## src/rtl/dds_spi_pkg.sv

```systemverilog
// Shared types and constants for the DDS SPI writer: FSM state encoding and sizing defaults.
package dds_spi_pkg;

   localparam int DEF_MAX_BYTES = 9;
   localparam int BITS_PER_BYTE = 8;

   typedef enum logic [2:0] {
      ST_IDLE   = 3'd0,
      ST_SETUP  = 3'd1,
      ST_SHIFT  = 3'd2,
      ST_HOLD   = 3'd3,
      ST_FINISH = 3'd4
   } state_e;

endpackage

```

## src/rtl/dds_spi_clkdiv.sv

```systemverilog
// sclk timing for the DDS SPI writer: a tick every CLK_DIV cycles while running, split into
// rise/fall strobes while shifting.
module dds_spi_clkdiv #(
   parameter int CLK_DIV = 1
) (
   input  logic DDS_clock,
   input  logic reset,
   input  logic run,
   input  logic shift,
   output logic tick,
   output logic rise,
   output logic fall
);

   localparam logic [7:0] LAST = 8'(CLK_DIV - 1);

   logic [7:0] cnt_q, cnt_d;
   logic       phase_q, phase_d;

   assign tick = run && (cnt_q == LAST);
   assign rise = tick && shift && !phase_q;
   assign fall = tick && shift && phase_q;

   // NOTE: every always_comb output gets a default first, so no path leaves it unassigned (no latch).
   always_comb begin
      cnt_d   = cnt_q;
      phase_d = phase_q;
      if (!run || tick) begin
         cnt_d = '0;
      end else begin
         cnt_d = cnt_q + 8'd1;
      end
      if (!shift) begin
         phase_d = 1'b0;
      end else if (tick) begin
         phase_d = ~phase_q;
      end
   end

   // NOTE: state registers use non-blocking assignments so all flops update from pre-edge values.
   always_ff @(posedge DDS_clock) begin
      if (reset) begin
         cnt_q   <= '0;
         phase_q <= 1'b0;
      end else begin
         cnt_q   <= cnt_d;
         phase_q <= phase_d;
      end
   end

endmodule

```

## src/rtl/dds_spi_writer.sv

```systemverilog
// SPI write master for DDS register access: latches a request and shifts it out MSB first.
// Defining DDS_SPI_READBACK_EN adds the sdo capture path and the rd_data output.
module dds_spi_writer
   import dds_spi_pkg::*;
#(
   parameter  int MAX_BYTES = DEF_MAX_BYTES,
   parameter  int NUM_CS    = 1,
   parameter  int CLK_DIV   = 1,
   localparam int DATA_W    = MAX_BYTES * BITS_PER_BYTE,
   localparam int CS_W      = (NUM_CS > 1) ? $clog2(NUM_CS) : 1
) (
   input  logic              DDS_clock,
   input  logic              reset,
   input  logic              wr_req,
   input  logic [3:0]        wr_len,
   input  logic [CS_W-1:0]   wr_cs_sel,
   input  logic [DATA_W-1:0] wr_data,
   output logic              wr_ack,
   output logic              busy,
   output logic              done,
   output logic              len_err,
   output logic [NUM_CS-1:0] cs_n,
   output logic              sclk,
   output logic              sdio
`ifdef DDS_SPI_READBACK_EN
   ,
   input  logic              sdo,
   output logic [DATA_W-1:0] rd_data
`endif
);

   state_e              state_q, state_d;
   logic [DATA_W-1:0]   shift_q, shift_d;
   logic [6:0]          cnt_q, cnt_d;
   logic [CS_W-1:0]     cs_sel_q, cs_sel_d;
   logic [NUM_CS-1:0]   cs_n_q, cs_n_d;
   logic                sclk_q, sclk_d;
   logic                sdio_q, sdio_d;
   logic                busy_q, busy_d;
   logic                wr_ack_q, wr_ack_d;
   logic                done_q, done_d;
   logic                len_err_q, len_err_d;

   logic req_ok, cs_low, div_run, div_shift, tick, rise, fall;

   assign req_ok = (wr_len != 4'd0) && (32'(wr_len) <= MAX_BYTES) && (32'(wr_cs_sel) < NUM_CS);
   assign cs_low = ~&cs_n_q;

   // SETUP spends its first cycle driving cs_n/sdio; the CLK_DIV wait starts once cs_n is visibly low.
   assign div_run   = ((state_q == ST_SETUP) && cs_low) || (state_q == ST_SHIFT) || (state_q == ST_HOLD);
   assign div_shift = (state_q == ST_SHIFT);

   dds_spi_clkdiv #(
      .CLK_DIV (CLK_DIV)
   ) u_clkdiv (
      .DDS_clock (DDS_clock),
      .reset     (reset),
      .run       (div_run),
      .shift     (div_shift),
      .tick      (tick),
      .rise      (rise),
      .fall      (fall)
   );

   always_comb begin
      state_d   = state_q;
      shift_d   = shift_q;
      cnt_d     = cnt_q;
      cs_sel_d  = cs_sel_q;
      cs_n_d    = cs_n_q;
      sclk_d    = sclk_q;
      sdio_d    = sdio_q;
      busy_d    = busy_q;
      wr_ack_d  = 1'b0;
      done_d    = 1'b0;
      len_err_d = 1'b0;

      unique case (state_q)
         ST_IDLE: begin
            if (wr_req && req_ok) begin
               shift_d  = wr_data;
               cnt_d    = {wr_len, 3'b000};
               cs_sel_d = wr_cs_sel;
               wr_ack_d = 1'b1;
               busy_d   = 1'b1;
               state_d  = ST_SETUP;
            end else if (wr_req) begin
               len_err_d = 1'b1;
            end
         end
         ST_SETUP: begin
            if (!cs_low) begin
               cs_n_d = ~(NUM_CS'(1) << cs_sel_q);
               sdio_d = shift_q[DATA_W-1];
            end else if (tick) begin
               state_d = ST_SHIFT;
            end
         end
         ST_SHIFT: begin
            if (rise) begin
               sclk_d = 1'b1;
               cnt_d  = cnt_q - 7'd1;
            end else if (fall) begin
               sclk_d = 1'b0;
               if (cnt_q == 7'd0) begin
                  sdio_d  = 1'b0;
                  state_d = ST_HOLD;
               end else begin
                  shift_d = shift_q << 1;
                  sdio_d  = shift_q[DATA_W-2];
               end
            end
         end
         ST_HOLD: begin
            if (tick) begin
               cs_n_d  = '1;
               state_d = ST_FINISH;
            end
         end
         ST_FINISH: begin
            busy_d  = 1'b0;
            done_d  = 1'b1;
            state_d = ST_IDLE;
         end
         default: state_d = ST_IDLE;
      endcase
   end

   always_ff @(posedge DDS_clock) begin
      if (reset) begin
         state_q   <= ST_IDLE;
         shift_q   <= '0;
         cnt_q     <= '0;
         cs_sel_q  <= '0;
         cs_n_q    <= '1;
         sclk_q    <= 1'b0;
         sdio_q    <= 1'b0;
         busy_q    <= 1'b0;
         wr_ack_q  <= 1'b0;
         done_q    <= 1'b0;
         len_err_q <= 1'b0;
      end else begin
         state_q   <= state_d;
         shift_q   <= shift_d;
         cnt_q     <= cnt_d;
         cs_sel_q  <= cs_sel_d;
         cs_n_q    <= cs_n_d;
         sclk_q    <= sclk_d;
         sdio_q    <= sdio_d;
         busy_q    <= busy_d;
         wr_ack_q  <= wr_ack_d;
         done_q    <= done_d;
         len_err_q <= len_err_d;
      end
   end

   assign wr_ack  = wr_ack_q;
   assign busy    = busy_q;
   assign done    = done_q;
   assign len_err = len_err_q;
   assign cs_n    = cs_n_q;
   assign sclk    = sclk_q;
   assign sdio    = sdio_q;

`ifdef DDS_SPI_READBACK_EN
   logic [DATA_W-1:0] rx_q, rx_d, rd_data_q, rd_data_d;

   // Capture alongside the sclk rising edge; rd_data is published as FINISH hands over to done.
   always_comb begin
      rx_d      = rx_q;
      rd_data_d = rd_data_q;
      if (state_q == ST_IDLE) begin
         rx_d = '0;
      end else if (rise) begin
         rx_d = {rx_q[DATA_W-2:0], sdo};
      end
      if (state_q == ST_FINISH) begin
         rd_data_d = rx_q;
      end
   end

   always_ff @(posedge DDS_clock) begin
      if (reset) begin
         rx_q      <= '0;
         rd_data_q <= '0;
      end else begin
         rx_q      <= rx_d;
         rd_data_q <= rd_data_d;
      end
   end

   assign rd_data = rd_data_q;
`endif

endmodule

```

## config.mk

```make
export PLATFORM = sky130hd
export DESIGN_NAME = dds_spi_writer
export DESIGN_NICKNAME = d
export VERILOG_FILES = /design/src/rtl/dds_spi_pkg.sv /design/src/rtl/dds_spi_clkdiv.sv /design/src/rtl/dds_spi_writer.sv
export SDC_FILE = /design/constraint.sdc
export NUM_CORES = 1
export LEC_CHECK = 0
export CELL_PAD_IN_SITES_DETAIL_PLACEMENT = 1
export CELL_PAD_IN_SITES_GLOBAL_PLACEMENT = 2
export CORE_AREA = 2 2 122 124
export CTS_CLUSTER_SIZE = 20
export DETAILED_ROUTE_END_ITERATION = 12
export DIE_AREA = 0 0 124 126
export HOLD_SLACK_MARGIN = 0.15
export PLACE_DENSITY = 0.94
export SETUP_SLACK_MARGIN = 0.05
export SKIP_LAST_GASP = 1
export SLEW_MARGIN = 40
export SYNTH_ARGS = -nofsm -noshare
export SYNTH_HDL_FRONTEND = slang
export SYNTH_HIERARCHICAL = 1
export SYNTH_SLANG_ARGS = --single-unit
export TNS_END_PERCENT = 30
```

## constraint.sdc

```tcl
create_clock -name DDS_clock -period 6.42 [get_ports DDS_clock]
set_clock_uncertainty 0.1 [all_clocks]
set_input_delay 1.605 -clock DDS_clock [delete_from_list [all_inputs] [get_ports DDS_clock]]
set_output_delay 1.605 -clock DDS_clock [all_outputs]
set_load 0.05 [all_outputs]
```

==> out/qor.yml <==
run_status: "finished, final reports clean"
synthesis.area_sq_mm: 0.00466
place.port_buffers: 86
fin_total_pwr_mw: 1.36
cts-root-to-sink-buffers: 2
intPower_mw: 1.02
fillCellCount: 1719
clock_tree.htree_level_count: 3
critical_path.reg2reg.startpoint: "state_q[1]"
max-cap-violations: 0
ios: 87
p_sw_share_pct: 24.7
commonest_non_fill_non_tap_cell_in_the_layout: "nand2_1"
floorplan.rows: 44
cts_tree: "yes"
drt.antenna.violating_nets: 0
worstSetupEndpointType: "flip-flop"
hold_path_depth: 1
power.density_mw_per_mm2: 235
clock_insertion_delay_worst_skew_ns: 0.35
critical-path-top-cell-by-count: "buf_4"
max_stage_delay_ns: 0.74
finalSetupViolations: 0
cp-startpoint: "state_q[1]"
synth_seq_cells: 99
tritoncts.num_buffers: 9
floorplan.initialDensity_pct: 32.6
timing.reg2reg.worst_path_depth: 11
crit_buf_inv: 5
route.detailed.drc: 0
worst_setup_hold_path_clk_slew_ns: 0.06
critPathRequiredTime_ns: 6.52
dieWidth_microns: 124
synth_area_leader_cell: "dfxtp_1"
setup_crit_start_kind: "flip-flop"
timing.setup.critical_path_class: "flip-flop to flip-flop"
synth_sequential_area_ratio_pct: 42.5
drt_pre_antenna_iters: 4
core_area_sq_mm: 0.0143
rsz_0062_raised_after_global_routing: "false"
vias_per_cell: 5.46
syn_inst: 583
floorplan.die.height_microns: 126
post_synth_net_total: 666
synth_largest_type_area_fraction_pct: 42.5
multi_input_area_sq_mm: 0.00234
fin_crit_sh_pct: 82.4
vias: 4467
area.sequential_sq_mm: 0.00198
via_count_of_the_first_global_routing_pass: 4477
post_cts.repair.setup_buffers: 0
yosys_warnings: 6
p_comb_share_pct: 13.0
critical_path_peak_fanout: 77
final_hold_viol_count: 0
setup_total_negative_slack_ns: 0
gr-total-overflow: 0
yosys_most_used_dff: "dfxtp_1"
route.detailed.wl_per_inst_microns: 16.6
fraction_of_power_consumed_by_the_clock_network_pct: 37.7
power.sequential.fraction_pct: 49.3
avgSynthCellArea_sq_um: 8.00
first_pass_grt_wire_length_microns: 22100
crit_path_cell_trace: "or3b_4, buf_12, inv_2, buf_4, and3_1, nor2b_1, o2111a_2, buf_4, nand2b_2, buf_4, a311oi_1"
totalWireLength_microns: 13600
leakage_nw: 2.05
synth_enable_flop_cells: 0
antenna_found_initial: 0
cts-hold-fix-buffers: 0
flow.area_growth_from_synthesis_pct: 24.2
timing.slew.headroom_pct: 48.1
cts_resized: 0
grt_start_max_net_pins: 78
timing.critical_path.arrival_ns: 5.39
layout.cells.most_common_list: "nand2_1 (151), dfxtp_1 (99), clkdlybuf4s50_1 (85)"
drt_iter0_drc: 383
cts-root-buf: "clkbuf_16"
synth_cell_type_count: 46
final_max_slew_viol_count: 0
die-area_sq_mm: 0.0156
final_layout_size_suffix_gt1_share_pct: 4.57
insertedDiodeCount: 0
cp.depth: 11
total_switching_power_mw: 0.336
ir_drop_mv: 0.107
gp_congestion: 0.814
crit_family: "buffers and inverters"
fin_nets: 712
hp-class: "flip-flop to flip-flop"
gr-usage-all-layers_pct: 17.6
timing.hold.worst.start: "cs_sel_q"
synth_async_sr_flop_share_pct: 0
timing.fmax_mhz: 189
tritoncts_num_sinks: 99
netlist_top_cells_area: "dfxtp_1 (42%), a311oi_1 (14%), nand2_1 (12%)"
fin_crit_ns: 5.29
slowest_stage: "dfxtp_1"
tightest_slew_ns: 0.778
post_detailed_placement_half_perimeter_wirelength_microns: 8780
-- registers in the layout (all words and copies together), names as in the netlist --
signal            cells
busy                  1
sclk                  1
cs_sel_q              1
sdio                  1
cnt_q                 7
u_clkdiv/cnt_q        8
wr_ack                1
done                  1
u_clkdiv/phase_q      1
len_err               1
state_q               3
cs_n                  1
shift_q              72
-- cell usage after synthesis, drive strengths merged, types with 3 or more instances --
cell type,n
a21oi,17
a311oi,72
and3,4
and4b,3
buf,28
clkbuf,29
dfxtp,99
ha,3
inv,13
nand2,151
nand3,8
nand3b,3
nor2,18
nor3,77
o21ai,8
o32ai,4
or3,4
or3b,3
or4,5
-- metal layers --
metal | up-vias | routed length, microns | GRT usage (%)
met2 | 89 | 6240 | 27.0
met3 | 13 | 656 | 3.85
met5 | - | 0 | 0
li1 | 2212 | - | -
met1 | 2153 | 6470 | 24.5
met4 | 0 | 191 | 5.75
-- power by group through the flow --
| stage | logic [mW] | clock network [mW] | registers (mW) |
|---|---|---|---|
| 2_1_floorplan | 0.0959 | 0 | 0.685 |
| 3_3_place_gp | 0.170 | 0 | 0.681 |
| 3_5_place_dp | 0.176 | 0 | 0.682 |
| 4_1_cts | 0.178 | 0.525 | 0.669 |
| 5_1_grt | 0.195 | 0.553 | 0.673 |
| 6_report | 0.176 | 0.513 | 0.670 |
-- per-stage QoR --
step	util [%]	instances	hold WS, ns	setup WS, ns	cell area, sq um
final	40.5	818	0.382	1.13	5790
after global routing	40.5	818	0.406	0.730	5790
after CTS	40.5	818	0.384	1.16	5790
after detailed placement	38.6	802	0.358	1.18	5520
after global placement	38.4	801	0.367	1.44	5500
after floorplan	-	583	0.343	3.28	4660
-- worst paths after layout --
| path | to | slack, ns |
|---|---|---|
| worst max-delay path | shift_q[42] | 1.13 |
| worst max register to register | shift_q[42] | 1.13 |
| worst min register to register | cs_sel_q | 0.38 |
| worst min-delay path | cs_sel_q | 0.38 |
-- logic make-up (layout without fill, tap and decap cells) --
logic type | count (synthesis) | after routing | synth area share, %
AOI/OAI and AO/OA | 113 | 113 | 19.1
and+or+nand+nor | 293 | 293 | 29.2
muxes | 1 | 1 | 0.215
xor gates and xnor gates | 4 | 4 | 0.751
DFF | 99 | 99 | 42.5
adders and majority gates | 3 | 3 | 0.805
buffers and inverters | 70 | 121 | 7.46
-- layout make-up --
type	instances	share of cell area (%)
Sequential cell	99	34.2
Inverter	13	0.842
Multi-Input combinational cell	414	40.4
Clock buffer	15	4.62
Tap cell	184	3.97
Clock inverter	1	0.130
Timing Repair Buffer	92	15.8
(Power assumes the default switching activity.)
